$ cat src/rtl/riu_pkg.sv
// Shared RIU pipeline types: itype/instr encodings, RV32 opcode and funct constants,
// and the decoded-instruction bundle passed from the decoder into the F/EX register.
package riu_pkg;

    typedef enum logic [2:0] {
        IT_R       = 3'b000,
        IT_I       = 3'b001,
        IT_U       = 3'b010,
        IT_ILLEGAL = 3'b111
    } itype_t;

    typedef enum logic [3:0] {
        INSTR_AND   = 4'b0000,
        INSTR_OR    = 4'b0001,
        INSTR_XOR   = 4'b0010,
        INSTR_ADD   = 4'b0011,
        INSTR_SUB   = 4'b0100,
        INSTR_MUL   = 4'b0101,
        INSTR_MULH  = 4'b0110,
        INSTR_MULHU = 4'b0111,
        INSTR_SLL   = 4'b1000,
        INSTR_SRL   = 4'b1001,
        INSTR_SRA   = 4'b1010,
        INSTR_SLT   = 4'b1011,
        INSTR_SLTU  = 4'b1100,
        INSTR_CSRRW = 4'b1101,
        INSTR_LUI   = 4'b1110,
        INSTR_ILL   = 4'b1111
    } instr_t;

    localparam logic [6:0] OP_R   = 7'b0110011;
    localparam logic [6:0] OP_I   = 7'b0010011;
    localparam logic [6:0] OP_LUI = 7'b0110111;
    localparam logic [6:0] OP_SYS = 7'b1110011;

    localparam logic [6:0] F7_BASE = 7'b0000000;
    localparam logic [6:0] F7_ALT  = 7'b0100000;
    localparam logic [6:0] F7_MUL  = 7'b0000001;

    localparam logic [2:0] F3_ADD   = 3'b000;
    localparam logic [2:0] F3_SLL   = 3'b001;
    localparam logic [2:0] F3_SLT   = 3'b010;
    localparam logic [2:0] F3_SLTU  = 3'b011;
    localparam logic [2:0] F3_XOR   = 3'b100;
    localparam logic [2:0] F3_SRL   = 3'b101;
    localparam logic [2:0] F3_OR    = 3'b110;
    localparam logic [2:0] F3_AND   = 3'b111;
    localparam logic [2:0] F3_CSRRW = 3'b001;

    typedef struct packed {
        itype_t      itype;
        instr_t      instr;
        logic [4:0]  rd;
        logic [4:0]  rs1;
        logic [4:0]  rs2;
        logic [31:0] imm;
        logic [11:0] csr;
    } dec_t;

    function automatic logic [31:0] sext12(input logic [11:0] v);
        return {{20{v[11]}}, v};
    endfunction

    function automatic logic [31:0] zext_shamt(input logic [4:0] v);
        return {27'b0, v};
    endfunction

endpackage

$ cat src/rtl/rv_decoder.sv
// Purely combinational RV32 subset decoder: one instruction word in, decoded
// fields plus a legal flag out. Illegal words decode to itype 111 / instr 1111.
module rv_decoder
    import riu_pkg::*;
(
    input  logic [31:0] word,
    output dec_t        dec,
    output logic        legal
);

    logic [6:0] opcode;
    logic [2:0] f3;
    logic [6:0] f7;

    assign opcode = word[6:0];
    assign f3     = word[14:12];
    assign f7     = word[31:25];

    always_comb begin
        dec.itype = IT_ILLEGAL;
        dec.instr = INSTR_ILL;
        dec.rd    = word[11:7];
        dec.rs1   = word[19:15];
        dec.rs2   = word[24:20];
        dec.imm   = '0;
        dec.csr   = word[31:20];
        legal     = 1'b0;

        case (opcode)
            OP_R: begin
                dec.itype = IT_R;
                legal     = 1'b1;
                case ({f7, f3})
                    {F7_BASE, F3_ADD}:  dec.instr = INSTR_ADD;
                    {F7_ALT,  F3_ADD}:  dec.instr = INSTR_SUB;
                    {F7_BASE, F3_AND}:  dec.instr = INSTR_AND;
                    {F7_BASE, F3_OR}:   dec.instr = INSTR_OR;
                    {F7_BASE, F3_XOR}:  dec.instr = INSTR_XOR;
                    {F7_BASE, F3_SLL}:  dec.instr = INSTR_SLL;
                    {F7_BASE, F3_SRL}:  dec.instr = INSTR_SRL;
                    {F7_ALT,  F3_SRL}:  dec.instr = INSTR_SRA;
                    {F7_BASE, F3_SLT}:  dec.instr = INSTR_SLT;
                    {F7_BASE, F3_SLTU}: dec.instr = INSTR_SLTU;
                    {F7_MUL,  F3_ADD}:  dec.instr = INSTR_MUL;
                    {F7_MUL,  F3_SLL}:  dec.instr = INSTR_MULH;
                    {F7_MUL,  F3_SLTU}: dec.instr = INSTR_MULHU;
                    default:            legal     = 1'b0;
                endcase
            end

            OP_I: begin
                dec.itype = IT_I;
                dec.imm   = sext12(word[31:20]);
                legal     = 1'b1;
                case (f3)
                    F3_ADD: dec.instr = INSTR_ADD;
                    F3_AND: dec.instr = INSTR_AND;
                    F3_OR:  dec.instr = INSTR_OR;
                    F3_XOR: dec.instr = INSTR_XOR;
                    F3_SLL: begin
                        dec.instr = INSTR_SLL;
                        dec.imm   = zext_shamt(word[24:20]);
                        legal     = (f7 == F7_BASE);
                    end
                    F3_SRL: begin
                        // funct7 picks logical vs arithmetic; the shamt never carries a sign
                        dec.imm = zext_shamt(word[24:20]);
                        if (f7 == F7_BASE) begin
                            dec.instr = INSTR_SRL;
                        end else if (f7 == F7_ALT) begin
                            dec.instr = INSTR_SRA;
                        end else begin
                            legal = 1'b0;
                        end
                    end
                    default: legal = 1'b0;
                endcase
            end

            OP_LUI: begin
                dec.itype = IT_U;
                dec.instr = INSTR_LUI;
                dec.imm   = {word[31:12], 12'b0};
                dec.rs1   = '0;
                dec.rs2   = '0;
                legal     = 1'b1;
            end

            OP_SYS: begin
                if (f3 == F3_CSRRW) begin
                    dec.itype = IT_R;
                    dec.instr = INSTR_CSRRW;
                    legal     = 1'b1;
                end
            end

            default: legal = 1'b0;
        endcase

        if (!legal) begin
            dec.itype = IT_ILLEGAL;
            dec.instr = INSTR_ILL;
            dec.imm   = '0;
        end
    end

endmodule

$ cat src/rtl/fetch_decode.sv
// RIU front stage: PC, synchronous ROM address, decode and the F/EX register.
// Optional FD_ILLEGAL_HALT_EN: latching an illegal word halts fetch until reset.
module fetch_decode
    import riu_pkg::*;
#(
    parameter int          IMEM_AW  = 12,
    parameter int unsigned RESET_PC = 0
) (
    input  logic               clk,
    input  logic               rst_n,
    input  logic               stall,
    output logic [IMEM_AW-1:0] imem_addr,
    input  logic [31:0]        imem_rdata,
    output logic [2:0]         itype,
    output logic [3:0]         instr,
    output logic [4:0]         rd,
    output logic [4:0]         rs1,
    output logic [4:0]         rs2,
    output logic [31:0]        imm,
    output logic [11:0]        csr,
    output logic               valid,
    output logic               illegal
`ifdef FD_ILLEGAL_HALT_EN
    ,
    output logic               halted
`endif
);

    localparam logic [IMEM_AW-1:0] PC_INIT = IMEM_AW'(RESET_PC);

    logic [IMEM_AW-1:0] pc;
    logic               fetch_v;
    dec_t               dec;
    logic               legal;
    dec_t               fex;
    logic               valid_q;
    logic               illegal_q;
    logic               advance;

    rv_decoder u_dec (
        .word  (imem_rdata),
        .dec   (dec),
        .legal (legal)
    );

    // stall=1 freezes pc, fetch_v and F/EX for that edge; the ROM sees the same
    // address, so the word presented on imem_rdata is the one captured at resume.
`ifdef FD_ILLEGAL_HALT_EN
    assign advance = ~stall & ~illegal_q;
    assign halted  = illegal_q;
`else
    assign advance = ~stall;
`endif

    always_ff @(posedge clk or negedge rst_n) begin
        if (!rst_n) begin
            pc        <= PC_INIT;
            fetch_v   <= 1'b0;
            fex       <= '0;
            valid_q   <= 1'b0;
            illegal_q <= 1'b0;
        end else if (advance) begin
            pc        <= pc + IMEM_AW'(1);
            fetch_v   <= 1'b1;
            fex       <= dec;
            valid_q   <= fetch_v & legal;
            illegal_q <= fetch_v & ~legal;
        end
    end

    assign imem_addr = pc;
    assign itype     = fex.itype;
    assign instr     = fex.instr;
    assign rd        = fex.rd;
    assign rs1       = fex.rs1;
    assign rs2       = fex.rs2;
    assign imm       = fex.imm;
    assign csr       = fex.csr;
    assign valid     = valid_q;
    assign illegal   = illegal_q;

endmodule

$ cat config.mk
export PLATFORM = sky130hd
export DESIGN_NAME = fetch_decode
export DESIGN_NICKNAME = d
export VERILOG_FILES = /design/src/rtl/riu_pkg.sv /design/src/rtl/rv_decoder.sv /design/src/rtl/fetch_decode.sv
export SDC_FILE = /design/constraint.sdc
export NUM_CORES = 1
export LEC_CHECK = 0
export BUFFER_PORTS_ARGS = -buffer_cell sky130_fd_sc_hd__buf_2
export CORE_MARGIN = 5
export CORE_UTILIZATION = 35
export CTS_CLUSTER_DIAMETER = 150
export DETAILED_ROUTE_END_ITERATION = 7
export PLACE_DENSITY_LB_ADDON = 0.3
export SLEW_MARGIN = 25
export SYNTH_ARGS = -nofsm -noshare
export SYNTH_HDL_FRONTEND = slang
export SYNTH_SLANG_ARGS = --single-unit
$ cat constraint.sdc
create_clock -name clk -period 2 [get_ports clk]
set_clock_uncertainty 0.2 [all_clocks]
set_input_delay 0.4 -clock clk [delete_from_list [all_inputs] [get_ports clk]]
set_output_delay 0.4 -clock clk [all_outputs]
set_load 0.02 [all_outputs]
# ---- Word-level counts from Yosys, hierarchy flattened
# Index checks and enable logic that the tools add are counted.
dict set report totals {
  word_cells 60
  regBits 81
  output_inout_bits 80
}
dict set report classes {
  n_reduce_logical 6
  n_eq_ne 22
  n_mux 17
  add_sub_neg 1
  n_bitwise 3
}
# cell count
set ops {}
lappend ops {{32-bit two-way mux} 2}
lappend ops {{32-bit case mux with 2 select lines} 1}
lappend ops {{4-bit case mux with 13 select lines} 1}
lappend ops {{10-bit by 3-bit == test with 1-bit output (second input constant)} 4}
lappend ops {{10-bit by 4-bit == test with 1-bit output (second input constant)} 3}
lappend ops {{7-bit case mux with 4 select lines} 1}
lappend ops {{4-bit case mux with 6 select lines} 1}
lappend ops {{7-bit by 6-bit == test with 1-bit output (second input constant)} 3}
lappend ops {{10-bit by 2-bit == test with 1-bit output (second input constant)} 2}
lappend ops {{10-bit by 9-bit == test with 1-bit output (second input constant)} 2}
lappend ops {{7-bit two-way mux} 2}
lappend ops {{13-bit OR reduction} 1}
lappend ops {{12-bit by 1-bit adder with 12-bit output (second input constant)} 1}
lappend ops {{3-bit == test (second input constant)} 4}
lappend ops {{10-bit by 1-bit == test with 1-bit output (second input constant)} 1}
lappend ops {{10-bit zero test} 1}
lappend ops {{10-bit two-way mux} 1}
lappend ops {{7-bit by 5-bit == test with 1-bit output (second input constant)} 1}
lappend ops {{7-bit == test (second input constant)} 1}
lappend ops {{7-bit zero test} 1}
lappend ops {{1-bit two-way mux} 4}
lappend ops {{4-bit two-way mux} 1}
lappend ops {{1-bit case mux with 4 select lines} 1}
lappend ops {{4-bit OR reduction} 1}
lappend ops {{other kinds (7)} 8}

# ---- Logic depth before layout (Yosys ltp)
# Gate-level depths: netlist (run 1).
dict set report logic_depth {
  word_depth 7
  depth_mapped 7
  depth_no_buf 5
}

# ---- Hierarchy
# A second synthesis (run 1) with hierarchy kept.
dict set report hier_totals {
  hier_cells 349
  area_unflattened_um2 4339.2
}
# module n_inst cells_per_inst area_each_um2 seq_area_each_um2
set modules_own_cells {}
lappend modules_own_cells {fetch_decode 1 193 3352.0 2026.9}
lappend modules_own_cells {rv_decoder 1 156 987.2 0.0}

# ---- Worst setup path before layout (run 1)
# No wires, ideal clock.
dict set report synth_path {
  kind {in2reg}
  startpoint {input imem_rdata[25]}
  endpoint {register fex, in the netlist instr[1]}
  stages 5
  t_required_ns 1.674
  arrival_time_ns 1.713
  setup_slack_ns -0.039
  cell_sequence {nor4_2 a21oi_1 or3b_1 o211a_1 o32a_1}
}
dict set report synth_via {
  elab_chain_len 6
  elab_cells_between_ends 26
  cone_classes {eq/ne: 13; mux: 10; reduce/logical: 3}
}
# element line
set synth_lines {}
lappend synth_lines {{start: declaration} fetch_decode.sv:13} ;# input logic [31:0] imem_rdata,
lappend synth_lines {{7-bit by 6-bit == test with 1-bit output} rv_decoder.sv:70} ;# end else if (f7 == F7_ALT) begin
lappend synth_lines {{1-bit two-way mux} rv_decoder.sv:70}
lappend synth_lines {{1-bit two-way mux} rv_decoder.sv:68} ;# if (f7 == F7_BASE) begin
lappend synth_lines {{1-bit case mux with 3 select lines} rv_decoder.sv:55} ;# case (f3)
lappend synth_lines {{1-bit case mux with 4 select lines} rv_decoder.sv:29} ;# case (opcode)
lappend synth_lines {{7-bit two-way mux *} rv_decoder.sv:100} ;# if (!legal) begin
lappend synth_lines {{end signal: assignment} fetch_decode.sv:59} ;# fex <= '0;
lappend synth_lines {{end signal: assignment} fetch_decode.sv:65} ;# fex <= dec;
lappend synth_lines {{end: declaration} fetch_decode.sv:35} ;# dec_t fex;
# Every way passes the cells marked *; elsewhere a longest branch is shown, timed or not.
# A chain may end at the register's enable or synchronous reset.

# ---- Final worst setup path (run 1)
dict set report layout_path {
  startpoint {input imem_rdata[3]}
  endpoint {register fex, in the netlist instr[1]}
}
dict set report layout_via {
  elab_chain_len 3
  elab_cells_between_ends 7
  cone_classes {eq/ne: 4; mux: 3}
}
# element line
set layout_lines {}
lappend layout_lines {{7-bit == test (tied with other cells)} rv_decoder.sv:29}
lappend layout_lines {{7-bit case mux with 4 select lines or 1-bit case mux with 4 select lines (tied branches)} rv_decoder.sv:29}
lappend layout_lines {{7-bit two-way mux *} rv_decoder.sv:100}
# Marks and branches as above.

==> flow_summary_export.csv, run 1 <==
group,metric,value,unit
yosys,ys_types,60,
finish,final_cell_mix,"buf_2 (113), dfrtp_1 (81), nand2_1 (61)",
yosys,ys_top_cells_by_area,"dfrtp_1 (53%), nand2_1 (6.0%), a31oi_2 (5.6%)",
die,die_h,114,microns
yosys,synthArstFlopShare,100,%
pwr,combPwrFrac,21.0,%
timing,hold_violations,0,
finish,fin_nets,538,
place,dp_cells,630,
critical_path,cp-start-kind,"input port",
critical_path,critPathRequiredTime,2.03,ns
critical_path,critical-path-top-delay-family,"simple AND/OR/NAND/NOR gates",
yosys,synth_top_area_share,53.5,%
pwr,power.switching,1.22,mW
clocking,cts_max_level,3,
pwr,peakVddDrop,431,uV
clocking,clock_sinks,81,
clocking,cts_buffer_depth,2,
die,ios,115,
routing,drtPass1Iterations,4,
critical_path,cpMaxStageDelayCell,"or3b_1",
yosys,yosysSeqAreaShare,53.5,%
critical_path,critPathMaxStageDelay,0.42,ns
finish,final_cells,647,
finish,fillers,1062,
critical_path,cp-end-kind,"flop",
yosys,synth_nets,387,
clocking,ctsRootBufferMaster,"clkbuf_8",
clocking,cts_tree,"done",
die,initial_core_util,35.3,%
pwr,power_leakage,2.38,nW
finish,ff_latch_area,0.00203,sq mm
flow_run,maxCapViolCount,0,
place,placed_area,0.00488,sq mm
global_routing,grtUsageTotal,16.0,%
yosys,syn_inst,351,
die,die_w,114,microns
clocking,path_clk_slew,0.08,ns
clocking,clk_latency,0.34,ns
clocking,hold_buffers,1,
finish,post-route-cell-area,0.00510,sq mm
timing,holdWs,0.0780,ns
timing,finalWorstSetupSlack,0.0809,ns
yosys,avgSynthCellArea,10.8,sq um
place,pre_cts_slack,-0.273,ns
routing,remaining_drc_errors,0,
worst_hold_path,min-delay-path-class,"input port to flop",
yosys,syn_area,0.00379,sq mm
finish,multi_input_area,0.00167,sq mm
yosys,synth_ff_type,"dfrtp_1",
critical_path,path_buf_inv,1,
timing,tightestPinTransition,0.463,ns
pwr,power.share.clock,31.6,%
run_status,status,"complete, no violations",
finish,mostFrequentLayoutCell,"buf_2",
die,core,0.0107,sq mm
routing,drt-total-wl,10.1,mm
routing,viasPerCell,4.94,
timing,relSlewSlack,68.8,%
yosys,synth-edff-count,0,
yosys,yosys_warnings,0,
global_routing,grt_pass1_vias,3236,
yosys,yosysTopAreaCell,"dfrtp_1",
pwr,powerDensity,785,mW/mm^2
die,rows,38,
critical_path,worst_ep_arrival_time,1.95,ns
place,numPortBuffers,114,
place,gp_congestion,0.849,
global_routing,overflow,0,
timing,maxSlewViolCount,0,
finish,diodes,0,
clocking,post_cts_resize_count,0,
pwr,p_int,2.78,mW
critical_path,critPathKind,"input port to flop",
timing,timing.fmax,521,MHz
pwr,pwr-share-seq,47.4,%
die,dieArea,0.0130,sq mm
global_routing,grt_max_degree,82,
critical_path,cp_cell_sequence,"buf_2 > nand4b_4 > nor3_1 > or3b_1 > o211a_1 > o32a_1",
routing,drtAntennaViolNets,0,
timing,rsz0062_at_grt,"false",
pwr,p_total,4.00,mW
yosys,ys_seq_elements,81,
timing,setup_viol_count_final,0,
critical_path,crit_fanout,8,
timing,fin_crit_sh,96.0,%
global_routing,grt_pass1_wl,16.3,mm
clocking,numCtsBuffers,9,
routing,wl_per_cell,15.6,microns
routing,drt_iter0_markers,158,
finish,drive_above_1_share,44.4,%
timing,min_period,1.92,ns
pwr,switching_share,30.6,%
global_routing,antenna_found_initial,0,
routing,vias,3194,
clocking,post_cts_buffers,0,
place,dp_hpwl,7.61,mm
finish,synthToLayoutAreaGrowth,34.6,%
synth_stat cells (5+ instances only):
master / instances
dfrtp_1: 81
nand2_1: 61
nor2_1: 31
o21ai_0: 18
a31oi_2: 17
clkbuf_1: 14
mux2_2: 13
a21oi_1: 8
xnor2_1: 8
a22o_1: 7
nand2b_1: 6
nor3_1: 6
o21a_1: 5
worst paths after layout:
kind | start | to | slack (ns) | cells past startpoint
min in group asynchronous | rst_n | rs1[4]$_DFFE_PN0N_ | 0.40 | 3
max in group asynchronous | rst_n | csr[5]$_DFFE_PN0N_ | 0.83 | 3
worst min register to register | imem_addr[11]$_DFFE_PN0N_ | imem_addr[11]$_DFFE_PN0N_ | 0.27 | 1
worst max register to register | imem_addr[2]$_DFFE_PN0N_ | imem_addr[11]$_DFFE_PN0N_ | 0.19 | 5
worst min-delay path | imem_rdata[11] | rd[4]$_DFFE_PN0N_ | 0.08 | 2
worst max-delay path | imem_rdata[3] | instr[1]$_DFFE_PN0N_ | 0.08 | 6
cell type report:
class	instances	area share, %
clock buffer	11	2.97
multi-input combinational	244	32.8
timing repair buffer	162	19.6
tap	140	3.43
inverter	4	0.294
clock inverter	5	1.23
sequential	81	39.7
metrics by stage:
step	util [%]	TNS [ns]
floorplan	-	0
CTS	47.5	0
detailed placement	45.4	-5.74
finish	47.5	0
global route	47.5	0
global placement	45.4	-4.47
routing by layer:
layer	wire length (microns)	track usage (%)	part of all wire [%]	vias up
met4	110	5.15	1.1	0
met5	0	0	0	-
met2	4900	25.7	48	90
met3	640	3.38	6.3	8
met1	4470	21.5	44	1562
li1	-	-	-	1534
flip-flops by register name, summed over array words and instances, names as in the netlist:
signal / count
imm: 32
csr: 12
valid: 1
rd: 5
instr: 4
imem_addr: 12
illegal: 1
itype: 3
rs2: 5
fetch_v: 1
rs1: 5
power by group through the flow:
stage               registers [mW]  logic [mW]  clock network (mW)
global route                  1.92       0.918                1.38
detailed placement            1.93       0.853                   0
CTS                           1.90       0.857                1.31
finish                        1.90       0.842                1.26
global placement              1.92       0.846                   0
floorplan                     2.11       0.289                   0
kinds of logic after synthesis:
family          count (synthesis)  synth area share (%)
simple gates                  134                  17.1
xor+xnor                       12                  2.77
fa+ha+maj                       1                 0.330
flops                          81                  53.5
mux                            13                  3.86
compound gates                 84                  19.4
buf+inv                        26                  3.04
No activity file was read; power rests on OpenSTA's default activity.
==> run 2, diff against run 1 <==
--- a/config.mk
+++ b/config.mk
@@ -5,6 +5,7 @@
 export SDC_FILE = /design/constraint.sdc
 export NUM_CORES = 1
 export LEC_CHECK = 0
+export ABC_AREA = 1
 export BUFFER_PORTS_ARGS = -buffer_cell sky130_fd_sc_hd__buf_2
 export CORE_MARGIN = 5
 export CORE_UTILIZATION = 35
==> run 2 against run 1 <==
Worst hold slack got worse by 0.037 ns. Fmax increased by 4.2%. First-iteration DRC count increased by 49%. Synthesized cell count increased by 35%. Critical path type unchanged. Largest cell class unchanged.
==> flow_summary_export.csv, run 2 <==
group,metric,value,unit
finish,fillers,1115,
yosys,syn_area,0.00381,sq mm
yosys,synth_adder_area_share,0.328,%
pwr,power_leakage,2.74,nW
routing,drt-total-wl,10.2,mm
critical_path,critPathRequiredTime,2.06,ns
timing,min_period,1.84,ns
critical_path,cp_cell_sequence,"buf_2 > nor2_1 > nand2_1 > nor2_4 > nand2_1 > nand3_2 > nor2_1 > nand2_2 > nand2_2 > nand2_4 > nand3_2 > o21ai_0",
routing,drt_iter0_markers,236,
finish,fin_nets,658,
pwr,powerDensity,736,mW/mm^2
die,rows,38,
place,gp_congestion,0.885,
timing,finalWorstSetupSlack,0.158,ns
yosys,synth-edff-count,0,
die,dieArea,0.0131,sq mm
clocking,cts_max_level,3,
yosys,synth_nets,509,
yosys,yosys_warnings,0,
pwr,power.switching,1.21,mW
yosys,synthTopCellsByCount,"nand2_1 (158), dfrtp_1 (81), o21ai_0 (47), nor2_1 (43), inv_1 (39)",
yosys,syn_inst,473,
finish,diodes,0,
pwr,power.share.clock,29.7,%
routing,wl_per_cell,13.4,microns
global_routing,overflow,0,
clocking,clock_sinks,81,
critical_path,cpMaxStageDelayCell,"o21ai_0",
yosys,yosysSeqAreaShare,53.1,%
routing,drtAntennaViolNets,0,
finish,final_cells,767,
critical_path,cp-start-kind,"input port",
pwr,switching_share,32.7,%
die,core,0.0107,sq mm
global_routing,grt_pass1_vias,3364,
critical_path,crit_fanout,7,
clocking,path_clk_slew,0.08,ns
finish,drive_above_1_share,32.1,%
flow_run,maxCapViolCount,0,
finish,final_cell_mix,"nand2_1 (158), buf_2 (113), dfrtp_1 (81)",
timing,relSlewSlack,70.8,%
place,dp_hpwl,7.88,mm
yosys,ys_types,32,
timing,maxSlewViolCount,0,
clocking,clk_latency,0.35,ns
yosys,yosysTopAreaCell,"dfrtp_1",
critical_path,cp-end-kind,"flop",
yosys,yosysMostFrequentCell,"nand2_1",
pwr,combPwrFrac,19.6,%
pwr,peakVddDrop,515,uV
routing,remaining_drc_errors,0,
timing,setup_viol_count_final,0,
place,dp_cells,750,
routing,viasPerCell,4.59,
timing,fin_crit_sh,92.1,%
yosys,muxShareOfSynthArea,0,%
yosys,ys_seq_elements,81,
yosys,avgSynthCellArea,8.07,sq um
yosys,synth_ff_type,"dfrtp_1",
timing,rsz0062_at_grt,"false",
routing,vias,3520,
pwr,p_int,2.49,mW
global_routing,antenna_found_initial,0,
timing,hold_violations,0,
clocking,cts_tree,"done",
critical_path,worst_ep_arrival_time,1.90,ns
finish,largest_register_ff_count,32,
clocking,cts_buffer_depth,2,
worst_hold_path,min-delay-path-class,"input port to flop",
critical_path,critPathKind,"input port to flop",
global_routing,grt_pass1_wl,16.7,mm
global_routing,grt_max_degree,44,
critical_path,path_buf_inv,1,
yosys,synth_compound_area_share,9.31,%
die,die_w,114,microns
routing,drtPass1Iterations,4,
timing,timing.fmax,543,MHz
die,die_h,114,microns
yosys,yosys.area_share.simple,28.3,%
yosys,synthArstFlopShare,100,%
yosys,ys_top_cells_by_area,"dfrtp_1 (53%), nand2_1 (16%), o21ai_0 (6.2%)",
die,ios,115,
clocking,ctsRootBufferMaster,"clkbuf_8",
timing,tightestPinTransition,0.438,ns
critical_path,critical-path-top-delay-family,"simple AND/OR/NAND/NOR gates",
run_status,status,"complete, no violations",
place,pre_cts_slack,-0.377,ns
yosys,synth_top_family_by_area,"simple AND/OR/NAND/NOR gates",
yosys,synth_top_area_share,53.1,%
clocking,numCtsBuffers,9,
finish,synthToLayoutAreaGrowth,31.5,%
finish,mostFrequentLayoutCell,"nand2_1",
pwr,pwr-share-seq,50.6,%
critical_path,critPathMaxStageDelay,0.23,ns
yosys,synth_xor_area_share,2.30,%
die,initial_core_util,35.5,%
place,numPortBuffers,114,
global_routing,grtUsageTotal,16.1,%
run 2: cell types whose count changed after synthesis, sizes merged, moves of 6 or more:
cell,previous run,this run
nand3,1,17
nand2b,6,0
mux2,13,0
a22o,7,0
o21ai,18,50
nand2,61,175
inv,4,45
nor2,31,46
a31oi,21,0
run 2: logic make-up (layout without fill, tap and decap cells):
group                    Yosys count  after routing
XOR/XNOR                          10             10
flip-flops                        81             81
buffers and inverters             63            217
adder cells (fa/ha/maj)            1              1
AO/OA/AOI/OAI                     65             65
AND/OR/NAND/NOR                  253            253
run 2: worst paths after layout:
path / slack (ns) / cells past startpoint / end / start
max: 0.16 / 12 / imm[10]$_DFFE_PN0N_ / imem_rdata[27]
min: 0.04 / 3 / rd[0]$_DFFE_PN0N_ / imem_rdata[7]
max reg2reg: 0.23 / 7 / imem_addr[10]$_DFFE_PN0N_ / imem_addr[0]$_DFFE_PN0N_
min reg2reg: 0.28 / 2 / csr[8]$_DFFE_PN0N_ / csr[8]$_DFFE_PN0N_
max in group asynchronous: 0.79 / 3 / imem_addr[10]$_DFFE_PN0N_ / rst_n
min in group asynchronous: 0.33 / 2 / imem_addr[7]$_DFFE_PN0N_ / rst_n
run 2: worst reg2reg max path: stages, from the launching register on:
cell and delay [ns]:
dfrtp_1 0.42, ha_1 0.17, inv_1 0.04, nor3_1 0.22, nand3_1 0.14, nand3b_1 0.22, nor2_1 0.13, xor2_1 0.16
run 2: cell type report:
type                            count  area [sq um]  area share, %
Clock buffer                        9           124           2.47
Clock inverter                      7          55.1           1.10
Inverter                           46           175           3.49
Multi-Input combinational cell    329          1540           30.7
Sequential cell                    81          2030           40.4
Tap cell                          140           175           3.49
Timing Repair Buffer              155           921           18.4
run 2: repair_timing:
action | CTS | global route
endpoints found under the setup margin | 1 | 1
pin swaps | 0 | 0
hold buffers | 1 | 0
buffers inserted | 0 | 0
resized for setup | 1 | 1
hold endpoints to repair | 29 | 0
run 2: layer usage:
| layer | GRT usage (%) | up-vias | part of all wire [%] | wire, microns |
|---|---|---|---|---|
| met1 | 21.7 | 1643 | 43 | 4460 |
| met4 | 5.07 | 0 | 0.98 | 100 |
| met3 | 3.44 | 7 | 6.6 | 673 |
| met5 | 0 | - | 0 | 0 |
| met2 | 25.9 | 88 | 49 | 5020 |
| li1 | - | 1782 | - | - |
run 2: power by group through the flow:
stage	combinational [mW]	sequential [mW]	clock (mW)
6_report	0.726	1.87	1.10
5_1_grt	0.805	1.89	1.21
4_1_cts	0.739	1.87	1.13
3_5_place_dp	0.734	1.90	0
3_3_place_gp	0.726	1.89	0
2_1_floorplan	0.255	2.05	0
run 2: through the flow:
| stage | setup TNS (ns) | utilization, % | instance area, sq um | power [mW] | hold WS, ns |
|---|---|---|---|---|---|
| after CTS | 0 | 46.7 | 5020 | 3.74 | 0.0263 |
| after floorplan | 0 | - | 3810 | 2.30 | -0.0956 |
| after detailed placement | -7.47 | 44.9 | 4820 | 2.64 | 0.171 |
| after global placement | -5.38 | 44.9 | 4820 | 2.62 | 0.165 |
| final | 0 | 46.7 | 5020 | 3.69 | 0.0413 |
| after global routing | 0 | 46.7 | 5020 | 3.90 | 0.0260 |
==> run 3, diff against run 2 <==
==> constraint.sdc (replaced) <==
create_clock -name clk -period 2.15 [get_ports clk]
set_clock_uncertainty 0.2 [all_clocks]
set_input_delay 0.43 -clock clk [delete_from_list [all_inputs] [get_ports clk]]
set_output_delay 0.43 -clock clk [all_outputs]
set_load 0.02 [all_outputs]
==> run 3 against run 2 <==
Cell count is 2.2% lower. Setup slack better by 0.052 ns. Clock power rose by 7%. Non-clock buffer count shrank 17. First-iteration DRC count is 15% lower. Clock-buffer cell count is 2 higher. Critical path depth did not move. Via count up 1.4%. Global-route usage is 0.15 points higher. Combinational power fell by 9.8%. Worst hold slack improved by 0.041 ns. Largest cell class unchanged. Largest power group unchanged.
==> flow_summary_export.csv, run 3 (same netlist as run 2, synthesis figures left out) <==
group,metric,value,unit
global_routing,grt_pass1_vias,3466,
clocking,path_clk_slew,0.08,ns
critical_path,crit_fanout,7,
clocking,numCtsBuffers,9,
critical_path,critPathRequiredTime,2.20,ns
run_status,status,"complete, no violations",
pwr,power.switching,1.06,mW
global_routing,antenna_found_initial,0,
critical_path,cp-start-kind,"input port",
place,dp_cells,733,
global_routing,grt_max_degree,40,
pwr,pwr-share-seq,48.7,%
die,core,0.0107,sq mm
finish,fillers,1119,
pwr,powerDensity,729,mW/mm^2
finish,drive_above_1_share,29.8,%
flow_run,maxCapViolCount,0,
clocking,ctsRootBufferMaster,"clkbuf_8",
routing,remaining_drc_errors,0,
routing,wl_met2,5.12,mm
die,rows,38,
global_routing,overflow,0,
finish,synthToLayoutAreaGrowth,28.7,%
clocking,clock_sinks,81,
finish,fin_nets,641,
die,die_w,114,microns
routing,highest_layer,"met4",
timing,timing.fmax,515,MHz
critical_path,cpMaxStageDelayCell,"nor2_1",
finish,diodes,0,
global_routing,grtUsageTotal,16.3,%
timing,rsz0062_at_grt,"false",
critical_path,worst_ep_arrival_time,1.99,ns
pwr,peakVddDrop,436,uV
die,ios,115,
finish,final_cells,750,
timing,tightestPinTransition,0.474,ns
pwr,p_total,3.58,mW
routing,viasPerCell,4.76,
worst_hold_path,min-delay-path-class,"input port to flop",
routing,wl_per_cell,13.8,microns
pwr,switching_share,29.6,%
place,numPortBuffers,114,
routing,drt_iter0_markers,200,
critical_path,critPathKind,"input port to flop",
finish,mostFrequentLayoutCell,"nand2_1",
critical_path,critPathMaxStageDelay,0.21,ns
timing,relSlewSlack,68.4,%
die,dieArea,0.0131,sq mm
clocking,cts_buffer_depth,2,
pwr,combPwrFrac,18.3,%
place,dp_hpwl,7.94,mm
routing,drt-total-wl,10.3,mm
clocking,cts_max_level,3,
global_routing,grt_pass1_wl,17.1,mm
timing,fin_crit_sh,90.3,%
clocking,clk_latency,0.34,ns
routing,drtAntennaViolNets,0,
die,die_h,114,microns
timing,setup_viol_count_final,0,
clocking,post_cts_buffers,0,
routing,drtPass1Iterations,4,
finish,final_util,45.7,%
timing,maxSlewViolCount,0,
timing,min_period,1.94,ns
die,initial_core_util,35.5,%
clocking,cts_tree,"done",
timing,hold_violations,0,
critical_path,cp-end-kind,"flop",
routing,vias,3570,
place,gp_congestion,0.872,
pwr,p_int,2.52,mW
routing,met3_length,706,microns
finish,largest_register_ff_count,32,
routing,drt-met1-wl,4.38,mm
pwr,power_leakage,2.66,nW
critical_path,cp_cell_sequence,"buf_2 > nor2_1 > nand2_1 > nor2_4 > nand2_1 > nand3_2 > nor2_1 > nand2_2 > nand2_2 > nand2_4 > nand3_2 > o21ai_0",
pwr,power.share.clock,33.0,%
finish,final_cell_mix,"nand2_1 (158), buf_2 (113), dfrtp_1 (81)",
run 3: cell types whose count changed in the layout (fill, tap and decap cells not counted), sizes merged:
cell and change:
buf -17, bufinv +2, clkbuf +2, clkinv -2
inv -2
run 3: power by group through the flow:
stage	clock network [mW]	registers, mW	logic (mW)
after floorplan	0	1.91	0.237
after global placement	0	1.76	0.652
after detailed placement	0	1.77	0.664
after CTS	1.22	1.74	0.668
after global routing	1.28	1.76	0.734
final	1.18	1.74	0.655
run 3: worst max-delay path: cells and delay by family:
| kind | cells | cell delay (ns) |
|---|---|---|
| simple gates | 10 | 1.24 |
| buf+inv | 1 | 0.11 |
| compound gates | 1 | 0.21 |
run 3: layout make-up:
| class | instances | area, sq um | area share [%] |
|---|---|---|---|
| clock buffers | 11 | 131 | 2.68 |
| flip-flops and latches | 81 | 2030 | 41.3 |
| well taps | 140 | 175 | 3.57 |
| clock inverters | 5 | 80.1 | 1.63 |
| inverters | 46 | 175 | 3.57 |
| multi-input cells | 329 | 1540 | 31.4 |
| repair buffers | 138 | 781 | 15.9 |
run 3: final timing paths:
path / from / end / slack [ns] / depth (start not counted)
hold reg to reg: fetch_v$_DFFE_PN0N_ / fetch_v$_DFFE_PN0N_ / 0.28 / 1
setup reg to reg: imem_addr[0]$_DFFE_PN0N_ / imem_addr[10]$_DFFE_PN0N_ / 0.35 / 7
max in group asynchronous: rst_n / csr[4]$_DFFE_PN0N_ / 0.74 / 3
hold / removal: imem_rdata[8] / rd[1]$_DFFE_PN0N_ / 0.08 / 3
min in group asynchronous: rst_n / imem_addr[10]$_DFFE_PN0N_ / 0.39 / 2
setup / recovery: imem_rdata[27] / imm[5]$_DFFE_PN0N_ / 0.21 / 12
run 3: timing repair:
action,in CTS,in global routing
gates resized for setup,0,1
hold buffers,1,0
endpoints found under the setup margin,0,6
endpoints found under the hold margin,33,0
run 3: metrics by stage:
stage          hold WS, ns  cell area, sq um  TNS [ns]  worst slack [ns]
4_1_cts             0.0567              4900         0             0.114
2_1_floorplan      -0.0656              3810         0             0.225
6_report            0.0822              4910         0             0.210
3_3_place_gp         0.218              4680     -1.34            -0.167
3_5_place_dp         0.221              4680     -4.55            -0.261
5_1_grt             0.0735              4910         0            0.0400
run 3: layer usage:
layer | track usage (%) | vias up
met5 | 0 | -
met4 | 4.28 | 0
met3 | 3.81 | 9
met2 | 26.7 | 131
met1 | 21.6 | 1686
li1 | - | 1744
